<file path="config.mk">
export PLATFORM = sky130hd
export DESIGN_NAME = firebird7_in_gate1_tessent_tdr_dmux_ctl
export DESIGN_NICKNAME = d
export VERILOG_FILES = /design/src/rtl/firebird7_in_gate1_tessent_tdr_pkg.sv /design/src/rtl/firebird7_in_gate1_tessent_tdr_shift_cell.sv /design/src/rtl/firebird7_in_gate1_tessent_tdr_dmux_ctl.sv
export SDC_FILE = /design/constraint.sdc
export NUM_CORES = 1
export LEC_CHECK = 0
export ABC_AREA = 1
export CAP_MARGIN = 20
export CORE_AREA = 2 2 39 41
export DETAILED_ROUTE_END_ITERATION = 8
export DIE_AREA = 0 0 41 43
export PLACE_DENSITY = 0.67
export SETUP_SLACK_MARGIN = 0.05
export SKIP_LAST_GASP = 1
export SLEW_MARGIN = 30
export SYNTH_ARGS = -nofsm -noshare
export SYNTH_HDL_FRONTEND = slang
export SYNTH_HIERARCHICAL = 1
export SYNTH_SLANG_ARGS = --single-unit
export TNS_END_PERCENT = 50
</file>
<file path="constraint.sdc">
create_clock -name ijtag_tck -period 1.13 [get_ports ijtag_tck]
set_input_delay 0.226 -clock ijtag_tck [delete_from_list [all_inputs] [get_ports ijtag_tck]]
set_output_delay 0.226 -clock ijtag_tck [all_outputs]
set_load 0.03 [all_outputs]
</file>
<file path="src/rtl/firebird7_in_gate1_tessent_tdr_pkg.sv">
// Shared types for the firebird7_in_gate1 IJTAG data-mux control TDR.
// Holds the per-edge op decode enum and the chain length helper.
package firebird7_in_gate1_tessent_tdr_pkg;

  typedef enum logic [1:0] {
    IDLE    = 2'd0,
    CAPTURE = 2'd1,
    SHIFT   = 2'd2,
    UPDATE  = 2'd3
  } tdr_op_e;

  // One select bit sits above the data word.
  function automatic int chain_len(input int width);
    return width + 1;
  endfunction

endpackage

</file>
<file path="src/rtl/firebird7_in_gate1_tessent_tdr_shift_cell.sv">
// One capture/shift bit of the TDR chain.
// Capture wins over shift; the cell holds when neither is enabled.
module firebird7_in_gate1_tessent_tdr_shift_cell (
  input  logic clk,
  input  logic rst,
  input  logic cap_en,
  input  logic shift_en,
  input  logic cap_d,
  input  logic shift_d,
  output logic q
);

  logic bit_d;
  logic bit_q;

  always_comb begin
    bit_d = bit_q;
    if (cap_en) begin
      bit_d = cap_d;
    end else if (shift_en) begin
      bit_d = shift_d;
    end
  end

  always_ff @(posedge clk) begin
    if (rst) begin
      bit_q <= 1'b0;
    end else begin
      bit_q <= bit_d;
    end
  end

  assign q = bit_q;

endmodule

</file>
<file path="src/rtl/firebird7_in_gate1_tessent_tdr_dmux_ctl.sv">
// IJTAG TDR driving select and data of the firebird7_in_gate1 data mux.
// Captures {select, functional data}, shifts LSB-first, applies on update.
module firebird7_in_gate1_tessent_tdr_dmux_ctl
  import firebird7_in_gate1_tessent_tdr_pkg::*;
#(
  parameter int               WIDTH        = 3,
  parameter logic             RESET_SELECT = 1'b0,
  parameter logic [WIDTH-1:0] RESET_DATA   = '0
) (
  input  logic             ijtag_tck,
  input  logic             ijtag_reset,
  input  logic             ijtag_sel,
  input  logic             ijtag_ce,
  input  logic             ijtag_se,
  input  logic             ijtag_ue,
  input  logic             ijtag_si,
  output logic             ijtag_so,
  input  logic [WIDTH-1:0] functional_data_in,
  output logic             ijtag_select,
  output logic [WIDTH-1:0] ijtag_data_out
);

  localparam int L = chain_len(WIDTH);

  tdr_op_e        sr_op;
  logic           upd_en;
  logic           cap_en;
  logic           shift_en;
  logic [L-1:0]   shift_reg;
  logic [L-1:0]   cap_vec;
  logic [L-1:0]   shift_vec;

  logic             upd_sel_d;
  logic             upd_sel_q;
  logic [WIDTH-1:0] upd_data_d;
  logic [WIDTH-1:0] upd_data_q;

  always_comb begin
    sr_op = IDLE;
    if (ijtag_sel && ijtag_ce) begin
      sr_op = CAPTURE;
    end else if (ijtag_sel && ijtag_se) begin
      sr_op = SHIFT;
    end
  end

  assign cap_en    = (sr_op == CAPTURE);
  assign shift_en  = (sr_op == SHIFT);
  assign upd_en    = ijtag_sel && ijtag_ue;
  assign cap_vec   = {upd_sel_q, functional_data_in};
  assign shift_vec = {ijtag_si, shift_reg[L-1:1]};

  for (genvar i = 0; i < L; i++) begin : g_cell
    firebird7_in_gate1_tessent_tdr_shift_cell u_cell (
      .clk      (ijtag_tck),
      .rst      (ijtag_reset),
      .cap_en   (cap_en),
      .shift_en (shift_en),
      .cap_d    (cap_vec[i]),
      .shift_d  (shift_vec[i]),
      .q        (shift_reg[i])
    );
  end

  // Update reads the pre-edge chain, so capture/shift on the same edge is fine.
  always_comb begin
    upd_sel_d  = upd_sel_q;
    upd_data_d = upd_data_q;
    if (upd_en) begin
      upd_sel_d  = shift_reg[WIDTH];
      upd_data_d = shift_reg[WIDTH-1:0];
    end
  end

  always_ff @(posedge ijtag_tck) begin
    if (ijtag_reset) begin
      upd_sel_q  <= RESET_SELECT;
      upd_data_q <= RESET_DATA;
    end else begin
      upd_sel_q  <= upd_sel_d;
      upd_data_q <= upd_data_d;
    end
  end

  assign ijtag_so       = shift_reg[0];
  assign ijtag_select   = upd_sel_q;
  assign ijtag_data_out = upd_data_q;

endmodule

</file>
* After elaboration in Yosys (flattened, before gate mapping) *
Index checks and enable logic that the tools add are counted.

cells by class
  add/sub/neg operators = 0
  multiply operators = 0
  div/mod/pow operators = 0
  $lt $le $gt $ge = 0
  eq/ne operators = 2
  shift operators = 0
  multiplexer cells = 10
  bitwise gates (word level) = 0
  reductions and logical operators = 4

operators with widths
  cell                                                              number
  1-bit 2-to-1 mux                                                  8
  2-bit 2-to-1 mux                                                  2
  1-bit logical AND                                                 3
  2-bit by 1-bit == test with 1-bit output (second input constant)  1
  2-bit == test (second input constant)                             1
  2-bit nonzero test                                                1

storage, ports and cells
  register bits after elaboration = 8
  latch bits = 0
  memory bits (writable) = 0
  memory bits (read-only) = 0
  input bits = 10
  logic and storage cells = 22
  memories kept = 0

* Depth between registers and ports, before layout *
  word-level depth = 6
  depth in mapped cells = 6
  gate-level depth less buffers = 6

* Hierarchy *
Netlist, hierarchy kept.

modules (own cells, without submodules)
  module                                     times used  cells each  area an instance (µm²)  seq. area each (µm²)
  firebird7_in_gate1_tessent_tdr_shift_cell  4           9           53.8                    20.0
  firebird7_in_gate1_tessent_tdr_dmux_ctl    1           30          180.2                   80.1

* Worst setup path before layout *
Ideal clock, no wire load.

  path type = input port to flip-flop
  start = in ijtag_sel
  end = reg g_cell[3].u_cell.bit_q
  setup time = 0.115 ns
  data arrival time = 0.761 ns
  slack = 0.254 ns
  cell stages on the path = 5
  cell sequence = nand2_1 nor2_1 nor2_1 nor2_1 nor2_1

between the ends
  word-level cells in the longest chain between the ends = 5
  elaborated cells on any way between the ends = 8
  those cells by class = eq/ne (2); mux (3); reduce/logical (3)

RTL lines
  what                              RTL line                                         text
  start: declaration                firebird7_in_gate1_tessent_tdr_dmux_ctl.sv:12    input logic ijtag_sel,
  1-bit logical AND                 firebird7_in_gate1_tessent_tdr_dmux_ctl.sv:42    end else if (ijtag_sel && ijtag_se) begin
  2-bit 2-to-1 mux                  firebird7_in_gate1_tessent_tdr_dmux_ctl.sv:42
  2-bit 2-to-1 mux (*)              firebird7_in_gate1_tessent_tdr_dmux_ctl.sv:40    if (ijtag_sel && ijtag_ce) begin
  2-bit == test (*)                 firebird7_in_gate1_tessent_tdr_dmux_ctl.sv:48    assign shift_en = (sr_op == SHIFT);
  named net shift_en                firebird7_in_gate1_tessent_tdr_dmux_ctl.sv:28    logic shift_en;
  2-bit nonzero test (no line) (*)  --
  end signal: assignment            firebird7_in_gate1_tessent_tdr_shift_cell.sv:29  bit_q <= bit_d;
  end: declaration                  firebird7_in_gate1_tessent_tdr_shift_cell.sv:14  logic bit_q;

Mark *: on every way through the listed nets, which the timed path passes. The rest lies on a longest branch.
A chain may end at the register's enable or synchronous reset.

* Worst setup path in the final report *
  start = in ijtag_ce
  end = reg g_cell[3].u_cell.bit_q

between the ends
  word-level cells in the longest chain between the ends = 4
  elaborated cells on any way between the ends = 6
  those cells by class = eq/ne (2); mux (2); reduce/logical (2)

RTL lines
  what                          RTL line                                       text
  start: declaration            firebird7_in_gate1_tessent_tdr_dmux_ctl.sv:13  input logic ijtag_ce,
  1-bit logical AND             firebird7_in_gate1_tessent_tdr_dmux_ctl.sv:40
  2-bit 2-to-1 mux              firebird7_in_gate1_tessent_tdr_dmux_ctl.sv:40
  2-bit == test                 firebird7_in_gate1_tessent_tdr_dmux_ctl.sv:48
  named net shift_en            firebird7_in_gate1_tessent_tdr_dmux_ctl.sv:28
  2-bit nonzero test (no line)  --

The timed path passes the listed nets, and every way through them passes these cells.

==> results.py <==
metrics = {
    "outcome": {
        "status": "finished clean",
    },
    "logic_synthesis": {
        "ys_seq_area_share_pct": 40.51,
        "syn_area_sq_um": 395.4,
        "yosys.area.top_type": "dfxtp_1",
        "yosysWarnings": 6,
        "syn-instance-count": 66,
        "synth.net_count": 76,
        "avgSynthCellArea_sq_um": 5.991,
        "yosysTopAreaCellShare_pct": 40.51,
        "synthTopCellsByArea": "dfxtp_1 41%, nor2_1 20%, nand2_1 17%",
        "synthDistinctLibCells": 6,
        "ys_seq_elements": 8,
    },
    "floorplanning": {
        "row_count": 14,
        "initial_core_util_pct": 28.57,
        "pin_count": 15,
        "dieArea_sq_mm": 0.001763,
        "die_y_um": 43,
        "fp.dieW_um": 41,
        "core_sq_mm": 0.001384,
    },
    "clock_network": {
        "clock_sinks": 8,
        "cts_max_path_buffers": 2,
        "cts_tree": "yes",
        "clockRootBuffer": "clkbuf_4",
        "path_clk_slew_ns": 0.06,
        "clock_latency_ns": 0.25,
        "htreeDepth": 1,
        "cts_buffers": 3,
    },
    "finish": {
        "n_antenna_cell": 0,
        "finalNetCount": 96,
        "area_delta_synth_final_pct": 47.15,
        "layout-drive-gt1-share_pct": 15.48,
        "layout_commonest_cell": "nor2_1",
        "final_cell_mix": "20 x nor2_1, 16 x nand2_1, 14 x inv_1",
    },
    "sta": {
        "max_slew_margin_pct": 89.29,
        "timing.final.hold_violations": 0,
        "post-route-min-period_ns": 1.010,
        "holdWs_ns": 0.5073,
        "rsz0062_at_grt": "false",
        "setup_ws_ns": 0.1202,
        "worst_pin_slew_ns": 0.1602,
        "fmax_mhz": 990.3,
        "period_share_pct": 89.36,
        "skew_ns": 0.002993,
        "setup_viol": 0,
        "slew_viol_final": 0,
    },
    "power": {
        "cellPowerDensity_mw_per_mm2": 1173,
        "ir_drop_uv": 397.8,
        "power_switching_mw": 0.1901,
        "clkPwrFrac_pct": 32.5,
        "combinationalPowerShare_pct": 21.5,
        "switching_share_pct": 27.84,
        "p_leak_nw": 0.3171,
        "p_seq_share_pct": 46.0,
        "fin_total_pwr_mw": 0.6827,
        "internal_power_mw": 0.4927,
    },
    "detailed_routing": {
        "ant_nets": 0,
        "wl_met3_um": 42,
        "avgRoutedWirePerCell_um": 7.960,
        "wl_met2_um": 386,
        "wirelength_um": 796,
        "dr.pass1.iters": 4,
        "top_layer": "met4",
        "drtIter0Drc": 3,
        "drt-met1-wl_um": 356,
        "vias": 417,
        "vias_per_cell": 4.170,
        "drc": 0,
    },
    "critical_path": {
        "crit_path_end_kind": "register",
        "path_max_fanout": 8,
        "startpoint_type": "input pin",
        "crit_type": "in -> reg",
        "cp_data_arrival_time_ns": 1.15,
        "worstPathRequired_ns": 1.27,
        "r2r_cells": 4,
    },
    "placement": {
        "place.gp.congestion": 0.7282,
        "dpl.hpwl_um": 602.7,
        "pre_cts_ws_ns": -0.2385,
        "portBuffers": 14,
    },
    "global_routing": {
        "grt_overflow": 0,
        "grt_start_max_net_pins": 9,
        "grt_pass1_wl_um": 1283,
        "first_global_vias": 329,
        "antenna_found_initial": 0,
        "grt_usage_pct": 11.16,
    },
    "run": {
        "maxCapViolCount": 0,
    },
    "hold_path": {
        "hp-class": "reg -> reg",
        "hold_depth": 2,
    },
}
## worst paths after layout
path / from / to / slack (ns)
worst max-delay path: ijtag_ce / g_cell[3].u_cell/q$_SDFFE_PP0P_ / 0.12
worst max register to register: g_cell[3].u_cell/q$_SDFFE_PP0P_ / g_cell[3].u_cell/q$_SDFFE_PP0P_ / 0.43
worst min-delay path: g_cell[0].u_cell/q$_SDFFE_PP0P_ / ijtag_data_out[0]$_SDFFE_PP0P_ / 0.51
worst min register to register: g_cell[0].u_cell/q$_SDFFE_PP0P_ / ijtag_data_out[0]$_SDFFE_PP0P_ / 0.51
## through the flow
stage / instances / utilization [%] / instance area (sq um) / setup TNS (ns)
final: 100 / 42.04 / 581.8 / 0
after global routing: 100 / 42.04 / 581.8 / 0
after CTS: 100 / 41.32 / 571.8 / 0
after detailed placement: 97 / 39.78 / 550.5 / -0.9077
after global placement: 97 / 39.78 / 550.5 / -0.7604
after floorplan: 66 / - / 395.4 / 0
## state kept, by name (all words and copies together), names as in the netlist
name	cells
g_cell.u_cell/q	4
ijtag_data_out	3
ijtag_select	1
## power groups by stage
stage	clock [mW]	sequential [mW]	combinational (mW)
after floorplan	0	0.342	0.0591
after global placement	0	0.321	0.144
after detailed placement	0	0.321	0.146
after CTS	0.230	0.314	0.146
after global routing	0.246	0.318	0.163
final	0.222	0.314	0.147
## cells by family (layout without fill, tap and decap cells)
group                  after synthesis  in the layout  synth area share, %
and+or+nand+nor                     40             40                38.61
DFF                                  8              8                40.51
AOI/OAI and AO/OA                    4              4                7.595
buffers and inverters               14             32                13.29
## routing by layer
| metal | up-vias | track usage (%) |
|---|---|---|
| met5 | - | 0 |
| met4 | 0 | 10.00 |
| met3 | 2 | 3.141 |
| met2 | 8 | 17.19 |
| met1 | 179 | 11.29 |
| li1 | 228 | - |
## what timing repair did
| item | in CTS | in global routing |
|---|---|---|
| cloned | 0 | 0 |
| setup buffers | 0 | 0 |
| gates resized for setup | 1 | 4 |
| pin swaps | 0 | 4 |
| endpoints found under the setup margin | 1 | 2 |
| endpoints found under the hold margin | 0 | 0 |
| hold buffers | 0 | 0 |
## cell type report
| cell class | instances | area (sq um) |
|---|---|---|
| fill | 144 | 802.0 |
| multi-input combinational | 44 | 190.2 |
| sequential | 8 | 160.2 |
| timing repair buffer | 15 | 136.4 |
| inverter | 14 | 52.55 |
| clock buffer | 3 | 22.52 |
| tap | 16 | 20.02 |
## critical path: stages
cell	delay [ns]
clkdlybuf4s50_1	0.47
nor2_1	0.04
buf_4	0.15
nand2_2	0.06
nand2_2	0.05
nor2_2	0.10
nor2_1	0.05
## synth_stat cells
| cell type | count |
|---|---|
| nor2_1 | 21 |
| nand2_1 | 18 |
| inv_1 | 14 |
| dfxtp_1 | 8 |
| o21bai_1 | 4 |
| nand2_2 | 1 |
Note: power is estimated with default switching activity, not from simulation.
